File: config.mk
export PLATFORM = sky130hd
export DESIGN_NAME = fifo_unpack
export DESIGN_NICKNAME = d
export VERILOG_FILES = /design/src/rtl/fifo_unpack.sv
export SDC_FILE = /design/constraint.sdc
export NUM_CORES = 1
export LEC_CHECK = 0
export CAP_MARGIN = 30
export CORE_MARGIN = 5
export CORE_UTILIZATION = 52
export CTS_CLUSTER_SIZE = 24
export DETAILED_ROUTE_END_ITERATION = 16
export GPL_TIMING_DRIVEN = 0
export MAX_ROUTING_LAYER = met4
export PLACE_DENSITY = 0.89
export SLEW_MARGIN = 40
export SYNTH_ARGS = -nofsm -noshare
export SYNTH_HDL_FRONTEND = slang
export SYNTH_SLANG_ARGS = --single-unit
File: constraint.sdc
create_clock -name clk -period 2.8 [get_ports clk]
set_input_delay 0.56 -clock clk [delete_from_list [all_inputs] [get_ports clk]]
set_output_delay 0.56 -clock clk [all_outputs]
set_load 0.02 [all_outputs]
File: src/rtl/fifo_unpack.sv
// Unpacks DW-bit words from a show-ahead synchronous FIFO into OW-bit chunks, LSB chunk first,
// over a valid/ready stream with back-to-back word reload on the last chunk.
module fifo_unpack #(
   parameter int DW = 32,
   parameter int OW = 8
) (
   input  logic          clk,
   input  logic          reset,
   input  logic          fifo_empty,
   input  logic [DW-1:0] fifo_rd,
   output logic          fifo_re,
   input  logic          clear,
   output logic          m_valid,
   input  logic          m_ready,
   output logic [OW-1:0] m_data,
   output logic          m_last,
   output logic          busy,
   output logic [15:0]   pop_cnt
);

   localparam int RATIO = DW / OW;
   localparam int IW    = $clog2(RATIO);
   localparam logic [IW-1:0] LAST_IDX = IW'(RATIO - 1);

   generate
      if ((DW % OW) != 0 || (DW / OW) < 2) begin : g_param_check
         $error("fifo_unpack: DW must be an integer multiple of OW with DW/OW >= 2");
      end
   endgenerate

   typedef enum logic {
      EMPTY  = 1'b0,
      ACTIVE = 1'b1
   } state_t;

   state_t          state_q, state_next;
   logic [DW-1:0]   hold_q, hold_next;
   logic [IW-1:0]   idx_q, idx_next;
   logic            pop;
   logic [OW-1:0]   chunks [RATIO];

   genvar gi;
   generate
      for (gi = 0; gi < RATIO; gi++) begin : g_chunk
         assign chunks[gi] = hold_q[gi*OW +: OW];
      end
   endgenerate

   always_ff @(posedge clk or posedge reset) begin
      if (reset) begin
         state_q <= EMPTY;
         hold_q  <= '0;
         idx_q   <= '0;
         pop_cnt <= '0;
      end else begin
         state_q <= state_next;
         hold_q  <= hold_next;
         idx_q   <= idx_next;
         if (fifo_re) begin
            pop_cnt <= pop_cnt + 16'd1;
         end
      end
   end

   // clear dominates: a handshake in the same cycle is dropped and nothing is popped.
   always_comb begin
      state_next = state_q;
      hold_next  = hold_q;
      idx_next   = idx_q;
      pop        = 1'b0;
      if (clear) begin
         state_next = EMPTY;
         hold_next  = '0;
         idx_next   = '0;
      end else begin
         case (state_q)
            EMPTY: begin
               if (!fifo_empty) begin
                  pop        = 1'b1;
                  hold_next  = fifo_rd;
                  idx_next   = '0;
                  state_next = ACTIVE;
               end
            end
            ACTIVE: begin
               if (m_ready) begin
                  if (idx_q != LAST_IDX) begin
                     idx_next = idx_q + 1'b1;
                  end else if (!fifo_empty) begin
                     pop       = 1'b1;
                     hold_next = fifo_rd;
                     idx_next  = '0;
                  end else begin
                     idx_next   = '0;
                     state_next = EMPTY;
                  end
               end
            end
            default: begin
               state_next = EMPTY;
            end
         endcase
      end
   end

   // Reset is asynchronous, so the pop strobe must also be cut the moment it rises.
   assign fifo_re = pop & ~reset;
   assign m_valid = (state_q == ACTIVE);
   assign busy    = (state_q == ACTIVE);
   assign m_last  = (state_q == ACTIVE) && (idx_q == LAST_IDX);
   assign m_data  = chunks[idx_q];

endmodule

# --- Word level (Yosys, flattened, before mapping) ---
# Cells that the tools add are included.
word_totals:
  regBits: 51
  input_bits: 37
  out_inout_bits: 28
  word_cells: 41
op_classes:
  n_addsub: 2
  order_cmp: 1
  n_eq_ne: 5
  mux: 22
  bitwise: 4
  reduce_logical: 3
op_table:
  columns: ["operator", "count"]
  rows:
  - ["$mux W32", 4]
  - ["$pmux W32 S2", 1]
  - ["$add A16 B1 Y16 const B", 1]
  - ["$bmux W8 S2", 1]
  - ["$mux W8", 2]
  - ["$ne A3 B3 Y1 const B", 3]
  - ["$mux W2", 4]
  - ["$mux W1", 7]
  - ["$pmux W1 S2", 2]
  - ["$pmux W2 S2", 1]
  - ["$reduce_and A2 Y1", 2]
  - ["$ge A3 B3 Y1 const B", 1]
  - ["$not A2 Y3", 1]
  - ["$add A2 B1 Y2 const B", 1]
  - ["$eq A2 B2 Y1 const B", 1]
  - ["$ne A2 B2 Y1 const B", 1]
  - ["$not A1 Y1", 2]
  - ["$and A1 B1 Y1", 1]
  - ["$logic_and A1 B1 Y1", 1]

# --- Depth between registers and ports, before layout ---
logic_depth:
  ltp_word: 6
  depth_mapped: 6
  mapped_depth_nobuf: 5

# --- Worst setup path before layout ---
# Ideal clock, no wire load.
synth_path:
  kind: "input to output"
  from: "in clear"
  to: "out fifo_re"
  arrival_time_ps: 1257
  t_required_ps: 2240
  setup_slack_ps: 983
  cell_stages: 2
  path_buffers: 1
  cell_sequence: "buf_6 nor4_4"
synth_between:
  elab_chain_cells: 2
synth_lines:
  columns: ["element", "line_no", "source"]
  rows:
  - ["start: declaration", "12", "input logic clear,"]
  - ["$mux W1", "71", "if (clear) begin"]
  - ["$and A1 B1 Y1", "107", "assign fifo_re = pop & ~reset;"]
  - ["end: declaration", "11", "output logic fifo_re,"]
# No other way between the ends.

# --- Final worst setup path ---
layout_path:
  from: "reg idx_q[0]"
  to: "out m_data[3]"
layout_between:
  elab_chain_cells: 4
layout_lines:
  columns: ["element", "line_no", "source"]
  rows:
  - ["start: declaration", "38", "logic [IW-1:0] idx_q, idx_next;"]
  - ["start signal: assignment", "58", "idx_q <= idx_next;"]
  - ["$not A2 Y3 (not written as such)", "111", "assign m_data = chunks[idx_q];"]
  - ["$bmux W8 S2", "111", null]
  - ["$mux W8 (not written as such) (2 in series)", "111", null]
  - ["end: declaration", "15", "output logic [OW-1:0] m_data,"]
# No other way between the ends. The select of a mux whose other input is x is not followed.

==> results.md <==
* Post-synth cell types at 30
* Post-synth top area cell: dfrtp_1
* Syn Area/Cell at 10.4 sq um
* Initial DRT Pass Iterations at 4
* Die width at 77.8 microns
* Area contributors post-synth: dfrtp_1 53%, nand2_1 11%, mux4_2 7.5%
* Hold Crit Class: reg -> reg
* Vias/cell at 5.53
* Place WS at -0.126 ns
* DRT antenna net count at 0
* Peak supply drop at 0.345 mV
* Root buffer cell: clkbuf_8
* Top FF cell, synth: dfrtp_1
* Slew Viols, Final at 0
* Crit path arrival time at 2.07 ns
* Final Core Density at 72.6%
* H-tree depth at 2
* Crit-path max FO at 10
* Post-synth top cells: 67 x nand2_1, 51 x dfrtp_1, 34 x a21oi_1
* ANT cells at 0
* Top cell type's share of synthesized area at 53.3%
* Leak at 1.36 nW
* Hold Startpoint: pop_cnt[15]
* Reg2Reg Capture Point: hold_q[14]
* Worst R2R Path Depth at 6
* Run status: finished clean
* Die Height at 77.8 microns
* Clk network pwr share at 25.4%
* Overflow after GRT at 0
* Routed len/inst at 16.3 microns
* Total core area at 0.00441 sq mm
* Fin nets at 341
* Sink of the worst hold path: pop_cnt[15]
* CTS tree: done
* Fin crit period at 2.63 ns
* Fill cells at 310
* Power Total at 0.00159 W
* Layout area overhead at 33.8%
* FP Rows at 24
* Final hold vios at 0
* CP Capture Type: output port
* Switching portion of total power at 28.6%
* Layout cells sized above 1 at 10.9%
* Clk Latency, worst-skew pair at 0.30 ns
* Async SR Flop Fraction at 100%
* Initial antenna violation count at 0
* Area of the multi-input gates at 0.00103 sq mm
* Seq pwr share at 53.3%
* PD cells at 498 mW/mm^2
* Max-Cap Viols at 0
* Largest net degree at the start of global routing at 30
* Register area at 0.00128 sq mm
* Placed Cells at 346
* #FFs+latches synth at 51
* Comb pwr share at 21.3%
* 1st-iter DRT viols at 129
* Placer Congestion at 0.787
* Port bufs at 63
* Synthesized cell area at 0.00239 sq mm
* Reg-to-Reg Start: idx_q[1]
* Cells after Synth at 230
* IO Count at 65
* Switching power total at 0.000456 W
* Pint at 0.00114 W
* Skew final at 0.00566 ns
* Clk slew on worst S/H paths at 0.09 ns
* Min-Delay Path Depth at 1
* Slew @ Worst Pin at 0.529 ns
* Vias in the first global route at 1,961
* Total Routing Usage GR at 19.7%
* Final cycle utilization of the critical path at 94.0%
* Synth Net Count at 269
* Final wirelength at 5770 microns
* Detail Placement HPWL at 4350 microns
* Post-synth EDFFs at 0
* Relative slew slack at 64.7%
* Final worst slack at 0.167 ns
* Sequential-to-total area share from yosys stat at 53.3%
* Synth Warn # at 0
* Internal reg-to-reg setup slack at 0.97 ns
* Post-CTS Hold Buffers at 0
* Crit start category: flop
* WS Path Type: reg -> out
* Drc violations at 0
* Req. time, crit path at 2.24 ns
* Final Instance Count excl. Fillers at 355
* Initial Util at 54.2%
* Clk sinks at 51
* Die Area at 0.00606 sq mm
* Num CTS Buffers at 5
* CTS max path bufs at 2
* Fmax at 380 MHz
* Cell with the most instances after synthesis: nand2_1
* Via count at 1,963
* RSZ-0062 raised after global routing: no
* # setup viols final at 0
* First-pass GRT wire length at 9520 microns
## layout by cell type (no fill, tap or decap)
cell type / n
a21bo_2: 1
a21boi_0: 1
a21oi_1: 34
a32oi_1: 2
and2_1: 1
and3_1: 2
and4_1: 1
buf_12: 1
buf_2: 6
buf_4: 2
buf_6: 1
clkbuf_1: 6
clkbuf_8: 5
clkdlybuf4s50_1: 62
clkinv_2: 1
clkinvlp_4: 1
dfrtp_1: 51
dlygate4sd2_1: 1
ha_1: 2
inv_1: 4
inv_4: 1
mux2_2: 1
mux4_2: 8
nand2_1: 67
nand2b_1: 1
nand3_1: 4
nand3_4: 1
nand3b_1: 1
nand4_1: 3
nor2_1: 7
nor3_1: 4
nor3_2: 1
nor4_4: 2
nor4b_4: 1
or3_1: 1
xnor2_1: 10
xor2_1: 5
## routing by layer
layer  up-vias  part of all wire, %  GRT usage, %
li1        929                    -             -
met1       950                   41          25.5
met2        72                   51          31.7
met3        12                  5.6          2.78
met4         0                  1.9          7.04
met5         -                    0             -
## critical path: stages (launching register included)
cell	delay, ns
dfrtp_1	0.35
buf_2	0.30
mux4_2	0.56
clkdlybuf4s50_1	0.56
## power by group through the flow
stage / registers [W] / clock network (W) / logic (W)
final: 0.000850 / 0.000405 / 0.000339
after global routing: 0.000858 / 0.000444 / 0.000368
after CTS: 0.000848 / 0.000419 / 0.000342
after detailed placement: 0.000863 / 0 / 0.000341
after global placement: 0.000860 / 0 / 0.000326
after floorplan: 0.000882 / 0 / 0.000144
## registers in the layout, indices dropped and copies added, names as in the netlist
signal,count
hold_q,32
pop_cnt,16
busy,1
idx_q,2
## kinds of logic (layout without fill, tap and decap cells)
| family | count (synthesis) | count (layout) | synth area share, % |
|---|---|---|---|
| AO/OA/AOI/OAI | 38 | 38 | 8.57 |
| XOR/XNOR | 15 | 15 | 5.49 |
| flip-flops | 51 | 51 | 53.3 |
| buffers and inverters | 18 | 91 | 3.61 |
| multiplexers | 9 | 9 | 8.00 |
| adder cells (fa/ha/maj) | 2 | 2 | 1.05 |
| AND/OR/NAND/NOR | 97 | 97 | 20.0 |
## area by class of cell
class,count,share of cell area [%]
Multi-Input combinational cell,161,32.2
Sequential cell,51,39.8
Clock buffer,6,2.27
Clock inverter,2,0.391
Timing Repair Buffer,65,20.5
Buffer,13,2.11
Inverter,5,0.664
Tap cell,52,2.03
## stage by stage
step / setup TNS [ns] / hold slack (ns) / area, sq um
2_1_floorplan: 0 / 0.497 / 2390
3_3_place_gp: -2.38 / 0.454 / 3090
3_5_place_dp: -0.126 / 0.458 / 3110
4_1_cts: 0 / 0.474 / 3200
5_1_grt: 0 / 0.491 / 3200
6_report: 0 / 0.470 / 3200
## worst max-delay path by stage
stage             start   endpoint  slack (ns)  cells past startpoint
3_5_place_dp    m_ready    fifo_re       -0.13                      4
4_1_cts        idx_q[0]  m_data[3]        0.14                      3
2_1_floorplan     clear    fifo_re        0.98                      2
5_1_grt        idx_q[1]  m_data[6]        0.07                      3
6_report       idx_q[0]  m_data[3]        0.17                      3
3_3_place_gp    m_ready    fifo_re       -0.14                      4
## timing repair
action                     4_1_cts  5_1_grt
buffers inserted                 1        0
setup endpoints to repair        1        0
resized for setup                1        0
hold endpoints to repair         0        0
No activity file was read; power rests on OpenSTA's default activity.
